## src/rtl/mem_access_ctrl.sv

```systemverilog
// LC-3b memory-stage controller: data-memory handshake, LDI/STI
// indirection, byte lanes, pipeline stall and write-back register.
module mem_access_ctrl #(
  parameter int WORD_W = 16
) (
  input  logic              clk,
  input  logic              reset_n,
  input  logic              mem_valid,
  input  logic [3:0]        mem_opcode,
  input  logic [WORD_W-1:0] mem_address,
  input  logic [WORD_W-1:0] mem_alu_out,
  input  logic [WORD_W-1:0] mem_store_data,
  input  logic              dmem_resp,
  input  logic [WORD_W-1:0] dmem_rdata,
  output logic              dmem_read,
  output logic              dmem_write,
  output logic [WORD_W-1:0] dmem_address,
  output logic [WORD_W-1:0] dmem_wdata,
  output logic [1:0]        dmem_byte_enable,
  output logic              stall_out,
  output logic              wb_valid,
  output logic [WORD_W-1:0] wb_data
);

  localparam logic [3:0] OP_LDB  = 4'b0010;
  localparam logic [3:0] OP_STB  = 4'b0011;
  localparam logic [3:0] OP_LDR  = 4'b0110;
  localparam logic [3:0] OP_STR  = 4'b0111;
  localparam logic [3:0] OP_LDI  = 4'b1010;
  localparam logic [3:0] OP_STI  = 4'b1011;
  localparam logic [3:0] OP_TRAP = 4'b1111;

  typedef enum logic [1:0] {
    IDLE,
    ACCESS,
    INDIRECT,
    DONE
  } state_t;

  state_t state;

  logic              is_ldb, is_stb, is_ldr, is_str;
  logic              is_ldi, is_sti, is_trap;
  logic              is_load, is_mem;
  logic [WORD_W-1:0] ind_ptr;
  logic [WORD_W-1:0] ld_data;
  logic [WORD_W-1:0] ld_fmt;
  logic [7:0]        ld_byte;

  assign is_ldb  = mem_opcode == OP_LDB;
  assign is_stb  = mem_opcode == OP_STB;
  assign is_ldr  = mem_opcode == OP_LDR;
  assign is_str  = mem_opcode == OP_STR;
  assign is_ldi  = mem_opcode == OP_LDI;
  assign is_sti  = mem_opcode == OP_STI;
  assign is_trap = mem_opcode == OP_TRAP;

  assign is_load = is_ldr | is_ldb | is_ldi | is_trap;
  assign is_mem  = mem_valid &
                   (is_load | is_str | is_stb | is_sti);

  // LDB picks the lane named by the effective address, not the pointer
  assign ld_byte = mem_address[0] ? dmem_rdata[15:8]
                                  : dmem_rdata[7:0];
  assign ld_fmt  = is_ldb ? {{8{ld_byte[7]}}, ld_byte}
                          : dmem_rdata;

  assign stall_out = (state == IDLE && is_mem) ||
                     state == ACCESS ||
                     state == INDIRECT;

  always_comb begin
    dmem_read        = 1'b0;
    dmem_write       = 1'b0;
    dmem_address     = '0;
    dmem_wdata       = '0;
    dmem_byte_enable = 2'b00;
    unique case (1'b1)
      (state == ACCESS): begin
        dmem_address = {mem_address[WORD_W-1:1], 1'b0};
        if (is_str) begin
          dmem_write       = 1'b1;
          dmem_wdata       = mem_store_data;
          dmem_byte_enable = 2'b11;
        end else if (is_stb) begin
          dmem_write       = 1'b1;
          dmem_wdata       = {mem_store_data[7:0],
                              mem_store_data[7:0]};
          dmem_byte_enable = mem_address[0] ? 2'b10
                                            : 2'b01;
        end else begin
          dmem_read = 1'b1;
        end
      end
      (state == INDIRECT): begin
        dmem_address = {ind_ptr[WORD_W-1:1], 1'b0};
        if (is_sti) begin
          dmem_write       = 1'b1;
          dmem_wdata       = mem_store_data;
          dmem_byte_enable = 2'b11;
        end else begin
          dmem_read = 1'b1;
        end
      end
      default: ;
    endcase
  end

  always_ff @(posedge clk or negedge reset_n) begin
    if (!reset_n) begin
      state    <= IDLE;
      ind_ptr  <= '0;
      ld_data  <= '0;
      wb_valid <= 1'b0;
      wb_data  <= '0;
    end else begin
      case (state)
        IDLE: begin
          if (is_mem) state <= ACCESS;
        end
        ACCESS: begin
          if (dmem_resp) begin
            if (is_ldi || is_sti) begin
              ind_ptr <= dmem_rdata;
              state   <= INDIRECT;
            end else begin
              if (is_load) ld_data <= ld_fmt;
              state <= DONE;
            end
          end
        end
        INDIRECT: begin
          if (dmem_resp) begin
            if (is_ldi) ld_data <= ld_fmt;
            state <= DONE;
          end
        end
        DONE: state <= IDLE;
        default: state <= IDLE;
      endcase

      // stalled cycles retire a bubble and keep the last result
      if (stall_out) begin
        wb_valid <= 1'b0;
      end else begin
        wb_valid <= mem_valid;
        wb_data  <= (state == DONE && is_load) ? ld_data
                                               : mem_alu_out;
      end
    end
  end

endmodule

```

## config.mk

```make
export PLATFORM = sky130hd
export DESIGN_NAME = mem_access_ctrl
export DESIGN_NICKNAME = d
export VERILOG_FILES = /design/src/rtl/mem_access_ctrl.sv
export SDC_FILE = /design/constraint.sdc
export NUM_CORES = 1
export LEC_CHECK = 0
export BUFFER_PORTS_ARGS = -buffer_cell sky130_fd_sc_hd__buf_4
export CAP_MARGIN = 20
export CORE_MARGIN = 2
export CORE_UTILIZATION = 25
export DETAILED_ROUTE_END_ITERATION = 10
export GPL_TIMING_DRIVEN = 1
export PLACE_DENSITY = 0.57
export SYNTH_ARGS = -nofsm -noshare
export SYNTH_HDL_FRONTEND = slang
export SYNTH_SLANG_ARGS = --single-unit
```

## constraint.sdc

```tcl
create_clock -name clk -period 2.2 [get_ports clk]
set_clock_uncertainty 0.1 [all_clocks]
set_input_delay 0 -clock clk [delete_from_list [all_inputs] [get_ports clk]]
set_output_delay 0 -clock clk [all_outputs]
set_load 0.01 [all_outputs]
```

After elaboration in Yosys (flattened, before gate mapping)
Cells that the tools add are included.
- register bits after elaboration: 51
- bits in latches: 0
- RAM bits: 0
- bits in read-only memories: 0
- input bits: 72
- memories kept: 0
- add/subtract/negate cells: 0
- $mul: 0
- div/mod/pow operators: 0
- order comparisons: 0
- eq/ne operators: 16
- shift-type cells: 0
- muxes and demuxes: 33
- bitwise logic cells: 7
- reduce and logical (&&, ||, !) cells: 10
- operators with widths (kind ; count):
    $mux W16 ; 10
    $pmux W16 S2 ; 3
    $mux W2 ; 7
    $eq A4 B4 Y1 const B ; 3
    $ne A2 B2 Y1 const B ; 6
    $eq A4 B2 Y1 const B ; 2
    $eq A4 B3 Y1 const B ; 2
    $mux W1 ; 8
    $mux W8 ; 1
    $pmux W2 S4 ; 1
    $or A1 B1 Y1 ; 6
    $reduce_and A3 Y1 ; 2
    $reduce_and A6 Y1 ; 1
    $eq A2 B2 Y1 const B ; 2
    $pmux W1 S2 ; 2
    $pmux W2 S2 ; 1
    $logic_or A1 B1 Y1 ; 3
    $eq A2 B1 Y1 const B ; 1
    $logic_and A1 B1 Y1 ; 2
    $logic_not A2 Y1 ; 1
    $reduce_bool A2 Y1 ; 1
    $and A1 B1 Y1 ; 1

Longest topological paths before layout
Gate-level depths: netlist of the first run.
- depth in word-level cells: 12
- depth in mapped cells: 8

Worst setup path after synthesis of the first run
Ideal clock, no wire load.
- kind: register -> register
- from: reg state[0]
- to: reg ld_data[6]
- arrival time: 1888 ps
- data required time: 1975 ps
- slack: 87 ps
- cell stages (with the launch flop): 9
- buffers on the path: 2
- period minus slack after synthesis: 2113 ps
- cell sequence: dfrtp_1 -> inv_1 -> ha_1 -> buf_4 -> nor4b_1 -> o21ai_1 -> a21oi_4 -> buf_8 -> mux2_4
- word-level cells in the longest chain between the ends: 3
- elaborated cells between the ends (all ways): 10
- ends and longest elaborated chain (what ; line ; RTL):
    from (decl) ; 40 ; state_t state;
    from (signal assigned) ; 111 ; state <= IDLE;
    from (signal assigned) ; 119 ; if (is_mem) state <= ACCESS;
    from (signal assigned) ; 125 ; state <= INDIRECT;
    $eq A2 B1 Y1 / $eq A2 B2 Y1 (equally long branches) ; 117 ; case (state)
    $ne A2 B2 Y1 (no line) / $reduce_bool A2 Y1 (equally long branches) ; n/a ;
    $reduce_and A6 Y1 (no line) ; n/a ;
    to (signal assigned) ; 127 ; if (is_load) ld_data <= ld_fmt;
    to (signal assigned) ; 134 ; if (is_ldi) ld_data <= ld_fmt;
    to (decl) ; 46 ; logic [WORD_W-1:0] ld_data;
Parallel ways exist; a longest one is shown, timed or not.
A chain may end at the register's enable or synchronous reset.

Worst setup path after layout of the first run
- from: reg state[0]
- to: out dmem_wdata[11]
- word-level cells in the longest chain between the ends: 2
- elaborated cells between the ends (all ways): 3
- ends and longest elaborated chain (what ; line ; RTL):
    $eq A2 B2 Y1 / $eq A2 B1 Y1 (equally long branches) ; 95, 79 ;
    $pmux W16 S2 (*) ; 78 ; unique case (1'b1)
    to (decl) ; 18 ; output logic [WORD_W-1:0] dmem_wdata,
Every way passes the cells marked *; elsewhere a longest branch is shown, timed or not.

==> flow_summary.yaml, run 1 <==
timing:
  period_share_pct: 98.6
  fmax_mhz: 461
  slew_headroom_pct: 55.4
  worst_pin_slew_ns: 0.668
  setup_viol: 0
  hold_viol: 0
  finalSetupTns_ns: 0
  layout_min_cycle_time_ns: 2.17
  finalMaxSlewViolations: 0
routing:
  drtAntennaViolNets: 0
  num_vias: 2766
  dr.pass1.iters: 7
  drc: 5
  drt_iter0_markers: 93
  wirelength_um: 9180
  vias_per_cell: 4.67
  routedWlPerCell_um: 15.5
global_routing:
  met2_usage_pct: 24.6
  globalRouteTotalUtil_pct: 14.2
  grt_pass1_vias: 2828
  grtUsageMet1_pct: 18.9
  grt_busiest_layer: "met2"
  gr-total-overflow: 0
  grt_pass1_wl_um: 14600
  grt_max_degree: 51
  met3_usage_pct: 2.46
  antenna_found_initial: 0
setup_path:
  worstSetupPathType: "register to primary output"
  path_cells: "inv_1, ha_2, buf_8, and4_2, nand2_1, a21boi_0, buf_4"
  cpPeakStageDelay_ns: 0.46
  cp_max_fo: 20
  path_buf_inv: 3
  required_ns: 2.10
  endpoint_kind: "primary output"
  startpoint_type: "register"
  slowest_stage: "dfrtp_2"
  path_delay_family: "buffers and inverters"
  worst_ep_arrival_time_ns: 2.07
clock_network:
  cts_htree_levels: 2
  path_clk_slew_ns: 0.07
  clock_tree.root_cell: "clkbuf_16"
  cts_tree: "built"
  clk_latency_ns: 0.29
  cts_sinks: 50
  cts.path.max_buffers: 2
  cts-buffers-inserted: 5
floorplan:
  die_x_um: 113
  core_um2: 11500
  dieArea_um2: 12800
  rows: 39
  fp.dieH_um: 113
  io_pins: 126
  initial_core_util_pct: 25.8
outcome:
  violations: "DRC"
  status: "finished, violations left"
power_and_ir_drop:
  ir_drop_mv: 0.396
  powerDensity_nw_per_um2: 1070
  leakagePower_uw: 0.00209
logic_synthesis:
  yosys_warnings: 0
  syn_inst: 290
  syn_nets: 367
  synthesis.area_um2: 2970
  syn_avg_cell_area_um2: 10.2
  ys_seq_area_share_pct: 42.2
  synth.distinct_cells: 41
  ys.flop_type: "dfrtp_1"
  synth_edf_count: 0
  synthArstFlopShare_pct: 100
  ys_ff_latch: 50
worst_hold_path:
  hp-class: "input port to register"
placed_design:
  io_buffer_count: 124
  dpl-instance-area_um2: 4090
  gp_congestion: 0.843
  place_hpwl_um: 6850
final_layout:
  layout.nets: 525
  antennaDiodeCount: 0
  areaGrowthSynthToFinish_pct: 56.2
  fin_area_um2: 4630
  num-fill-cells: 1165
  drive_above_1_share_pct: 41.2
flow_run:
  max_cap_violations: 0
==> logic make-up (layout without fill, tap and decap cells) <==
group,Yosys count,in the layout,share of synthesized area (%)
simple gates,76,77,14.5
mux,56,56,20.3
buf+inv,32,190,5.10
compound gates,70,70,15.7
fa+ha+maj,5,5,2.11
flops,50,50,42.2
other cells,1,1,0.126
==> cells in the mapped netlist (all sizes together) (2+ instances only) <==
| master | instances | share of area (%) |
|---|---|---|
| inv | 14 | 1.8 |
| o221ai | 8 | 2.4 |
| ha | 5 | 2.1 |
| o21ai | 29 | 4.9 |
| a21boi | 10 | 2.5 |
| dfrtp | 50 | 42 |
| nand3 | 3 | 0.51 |
| nor2b | 16 | 3.4 |
| nand2 | 31 | 3.9 |
| nand2b | 2 | 0.67 |
| nor2 | 5 | 0.63 |
| nor4b | 2 | 0.80 |
| buf | 8 | 2.1 |
| a22oi | 15 | 3.8 |
| a21oi | 4 | 1.1 |
| clkbuf | 10 | 1.3 |
| mux2i | 26 | 8.8 |
| and2 | 8 | 1.7 |
| mux2 | 30 | 12 |
==> flip-flops by register name (all words and copies together) (netlist names) <==
register	count
ld_data	16
wb_data	16
ind_ptr	15
state	2
wb_valid	1
==> layer usage <==
layer	wire [um]	part of all wire, %
met1	4060	44
met2	4660	51
met3	404	4.4
met4	57	0.62
met5	0	0
==> final timing paths <==
check	startpoint	endpoint	slack [ns]	cells past startpoint
min in group asynchronous	reset_n	wb_valid$_DFF_PN0_	0.17	2
worst max register to register	state[1]$_DFFE_PN0P_	ld_data[1]$_DFFE_PN0P_	0.06	7
worst min-delay path	dmem_resp	state[0]$_DFFE_PN0P_	0.05	4
worst max-delay path	state[0]$_DFFE_PN0P_	dmem_wdata[11]	0.03	7
max in group asynchronous	reset_n	state[0]$_DFFE_PN0P_	1.35	2
worst min register to register	wb_data[1]$_DFFE_PN0N_	wb_data[1]$_DFFE_PN0N_	0.38	2
==> layout by cell type, fill, tap and decap left out, types with 5 or more instances in the layout <==
cell type	instances
and2_1	8
a22oi_1	15
nor2b_1	16
inv_1	14
mux2_2	29
dlygate4sd3_1	34
mux2i_1	26
buf_4	130
o21ai_0	27
clkbuf_16	5
dfrtp_1	49
nand2_1	31
a21boi_0	9
nor2_1	5
o221ai_1	8
==> report_power, final <==
part	internal, uW	switching, uW	leakage (uW)
logic	1300	1170	0.00141
clock network	457	355	0.0000770
registers	1390	293	0.000606
total	3140	1820	0.00209
==> cell type report <==
cell class	count	area, um^2	share of cell area, %
clock inverters	2	17.5	0.378
flip-flops and latches	50	1250	27.0
multi-input cells	209	1600	34.6
well taps	143	179	3.86
clock buffers	6	139	3.00
inverters	14	52.6	1.13
repair buffers	168	1390	30.0
==> worst reg2reg max path: stages (launching register included) <==
cell and delay [ns]:
dfrtp_1 0.44, inv_1 0.16, ha_4 0.19, nand2b_4 0.06
or3_1 0.35, a21oi_4 0.19, buf_12 0.18, mux2_2 0.35
==> repair_timing <==
item | 4_1_cts | 5_1_grt
hold buffers | 34 | 0
setup buffers | 0 | 0
resized for setup | 3 | 7
endpoints found under the setup margin | 10 | 19
cloned | 0 | 1
endpoints found under the hold margin | 93 | 0
==> stage by stage <==
step / total power, uW / util (%) / setup WS (ns) / instances / hold WS [ns]
2_1_floorplan: 3040 / - / 0.0873 / 290 / -0.396
3_3_place_gp: 4050 / 35.5 / 0.0984 / 549 / -0.0255
3_5_place_dp: 4110 / 35.5 / 0.0237 / 549 / -0.0144
4_1_cts: 5000 / 39.9 / 0.00446 / 591 / 0.0513
5_1_grt: 5370 / 40.2 / -0.0918 / 592 / 0.122
6_report: 4970 / 40.2 / 0.0301 / 592 / 0.0543
(Power assumes the default switching activity.)
==> run 2, diff against run 1 <==
--- a/config.mk
+++ b/config.mk
@@ -7,11 +7,13 @@
 export LEC_CHECK = 0
 export BUFFER_PORTS_ARGS = -buffer_cell sky130_fd_sc_hd__buf_4
 export CAP_MARGIN = 20
+export CELL_PAD_IN_SITES_DETAIL_PLACEMENT = 0
+export CELL_PAD_IN_SITES_GLOBAL_PLACEMENT = 2
 export CORE_MARGIN = 2
 export CORE_UTILIZATION = 25
 export DETAILED_ROUTE_END_ITERATION = 10
 export GPL_TIMING_DRIVEN = 1
-export PLACE_DENSITY = 0.57
+export PLACE_DENSITY = 0.8
 export SYNTH_ARGS = -nofsm -noshare
 export SYNTH_HDL_FRONTEND = slang
 export SYNTH_SLANG_ARGS = --single-unit
==> constraint.sdc (replaced) <==
create_clock -name clk -period 2.1 [get_ports clk]
set_clock_uncertainty 0.1 [all_clocks]
set_input_delay 0 -clock clk [delete_from_list [all_inputs] [get_ports clk]]
set_output_delay 0 -clock clk [all_outputs]
set_load 0.01 [all_outputs]
==> flow_summary.yaml, run 2 (synthesis gave the netlist of run 1 again) <==
routing:
  dr.pass1.iters: 7
  drt_iter0_markers: 115
  vias_per_cell: 4.63
  wirelength_um: 9450
  drc: 4
  num_vias: 2761
  routedWlPerCell_um: 15.9
  drtAntennaViolNets: 0
global_routing:
  globalRouteTotalUtil_pct: 14.4
  grt_pass1_vias: 2672
  antenna_found_initial: 0
  grt_max_degree: 51
  gr-total-overflow: 0
  grt_pass1_wl_um: 14600
final_layout:
  fin_cells: 596
  fin_area_um2: 4710
  areaGrowthSynthToFinish_pct: 58.9
  largestRegisters: "ld_data: 16 flops, wb_data: 16 flops, ind_ptr: 15 flops"
  num-fill-cells: 1137
  multi_input_area_um2: 1630
  drive_above_1_share_pct: 42.4
  seqCellArea_um2: 1250
  final_common_cell: "buf_4"
  mostFrequentLayoutCells: "133 x buf_4, 49 x dfrtp_1, 34 x dlygate4sd3_1"
  antennaDiodeCount: 0
  layout.nets: 529
timing:
  finalMaxSlewViolations: 0
  fmax_mhz: 499
  period_share_pct: 95.3
  slew_headroom_pct: 55.0
  layout_min_cycle_time_ns: 2.00
  setup_viol: 0
  rsz0062_at_grt: "false"
  hold_viol: 0
  finalSetupTns_ns: 0
  worst_pin_slew_ns: 0.675
placed_design:
  dpl-instance-area_um2: 4140
  gp_congestion: 0.817
  place_hpwl_um: 7120
  io_buffer_count: 124
  dp_cells: 552
setup_path:
  startpoint_type: "register"
  cp_max_fo: 12
  cp-startpoint: "state[1]$_DFFE_PN0P_"
  worst_ep_arrival_time_ns: 2.07
  required_ns: 2.17
  worstSetupPathType: "register to register"
  endpoint_kind: "register"
  rr_startpoint: "state[1]$_DFFE_PN0P_"
clock_network:
  cts_tree: "built"
  clk_latency_ns: 0.29
  cts_sinks: 50
  clock_tree.root_cell: "clkbuf_16"
  cts_htree_levels: 2
  path_clk_slew_ns: 0.07
  cts-buffers-inserted: 5
  cts.path.max_buffers: 2
flow_run:
  max_cap_violations: 0
worst_hold_path:
  hp-class: "input port to register"
  hp-start: "dmem_resp"
floorplan:
  fp.dieH_um: 113
  dieArea_um2: 12800
  die_x_um: 113
  io_pins: 126
  initial_core_util_pct: 25.8
  core_um2: 11500
  rows: 39
outcome:
  violations: "DRC"
  status: "finished, violations left"
power_and_ir_drop:
  fin_total_pwr_uw: 5370
  ir_drop_mv: 0.450
  switching_power_uw: 1960
  leakagePower_uw: 0.00212
  clkPwrFrac_pct: 15.8
  switching_share_pct: 36.6
  p_seq_share_pct: 32.8
  p_int_uw: 3400
  combPwrFrac_pct: 51.4
  powerDensity_nw_per_um2: 1140
[run 2: timing repair]
item / 4_1_cts / 5_1_grt
buffers inserted: 0 / 1
cloned: 0 / 1
pin swaps: 1 / 1
gates resized for setup: 6 / 11
endpoints found under the hold margin: 90 / 0
hold buffers: 34 / 0
endpoints found under the setup margin: 18 / 30
[run 2: layer usage]
| layer | share of wire [%] | track usage, % | wire [um] | vias to the layer above |
|---|---|---|---|---|
| met5 | 0 | 0 | 0 | - |
| met4 | 0.64 | 1.95 | 60 | 0 |
| met3 | 4.1 | 3.48 | 387 | 6 |
| met2 | 49 | 23.8 | 4670 | 66 |
| met1 | 46 | 19.8 | 4330 | 1329 |
| li1 | - | - | - | 1360 |
[run 2: stage by stage]
stage | utilization, % | hold slack, ns | setup slack, ns
after global placement | 35.9 | -0.0246 | 0.0961
after detailed placement | 35.9 | -0.0145 | 0.0514
after floorplan | - | -0.396 | 0.000391
final | 40.9 | 0.0660 | 0.0979
after CTS | 40.3 | 0.0644 | 0.00577
after global routing | 40.9 | 0.0976 | 0.0122
[run 2: final cells by class]
class                      count  share of cell area (%)
tap                          143                    3.80
sequential                    50                    26.6
inverter                      14                    1.17
timing repair buffer         172                    30.5
multi-input combinational    209                    34.6
clock inverter                 2                   0.345
clock buffer                   6                    2.95
[run 2: worst paths after layout]
path                                                end  depth (start not counted)  slack, ns
max in group asynchronous          state[0]$_DFFE_PN0P_                          2       1.25
worst min-delay path               state[0]$_DFFE_PN0P_                          4       0.07
worst max-delay path             ld_data[5]$_DFFE_PN0P_                          6        0.1
min in group asynchronous          state[1]$_DFFE_PN0P_                          2       0.19
worst min register to register  wb_data[12]$_DFFE_PN0N_                          2       0.38
worst max register to register   ld_data[5]$_DFFE_PN0P_                          6        0.1
[run 2: worst max-delay path: stages, from the launching register on]
cell,delay (ns)
dfrtp_1,0.41
buf_4,0.15
ha_4,0.17
or3_1,0.41
a21oi_4,0.16
buf_12,0.16
mux2_2,0.33
[run 2: power by group through the flow]
stage / registers, uW / clock network, uW / logic (uW)
global route: 1830 / 918 / 3040
CTS: 1760 / 871 / 2680
floorplan: 1750 / 0 / 1440
finish: 1760 / 850 / 2760
detailed placement: 1780 / 0 / 2590
global placement: 1760 / 0 / 2550
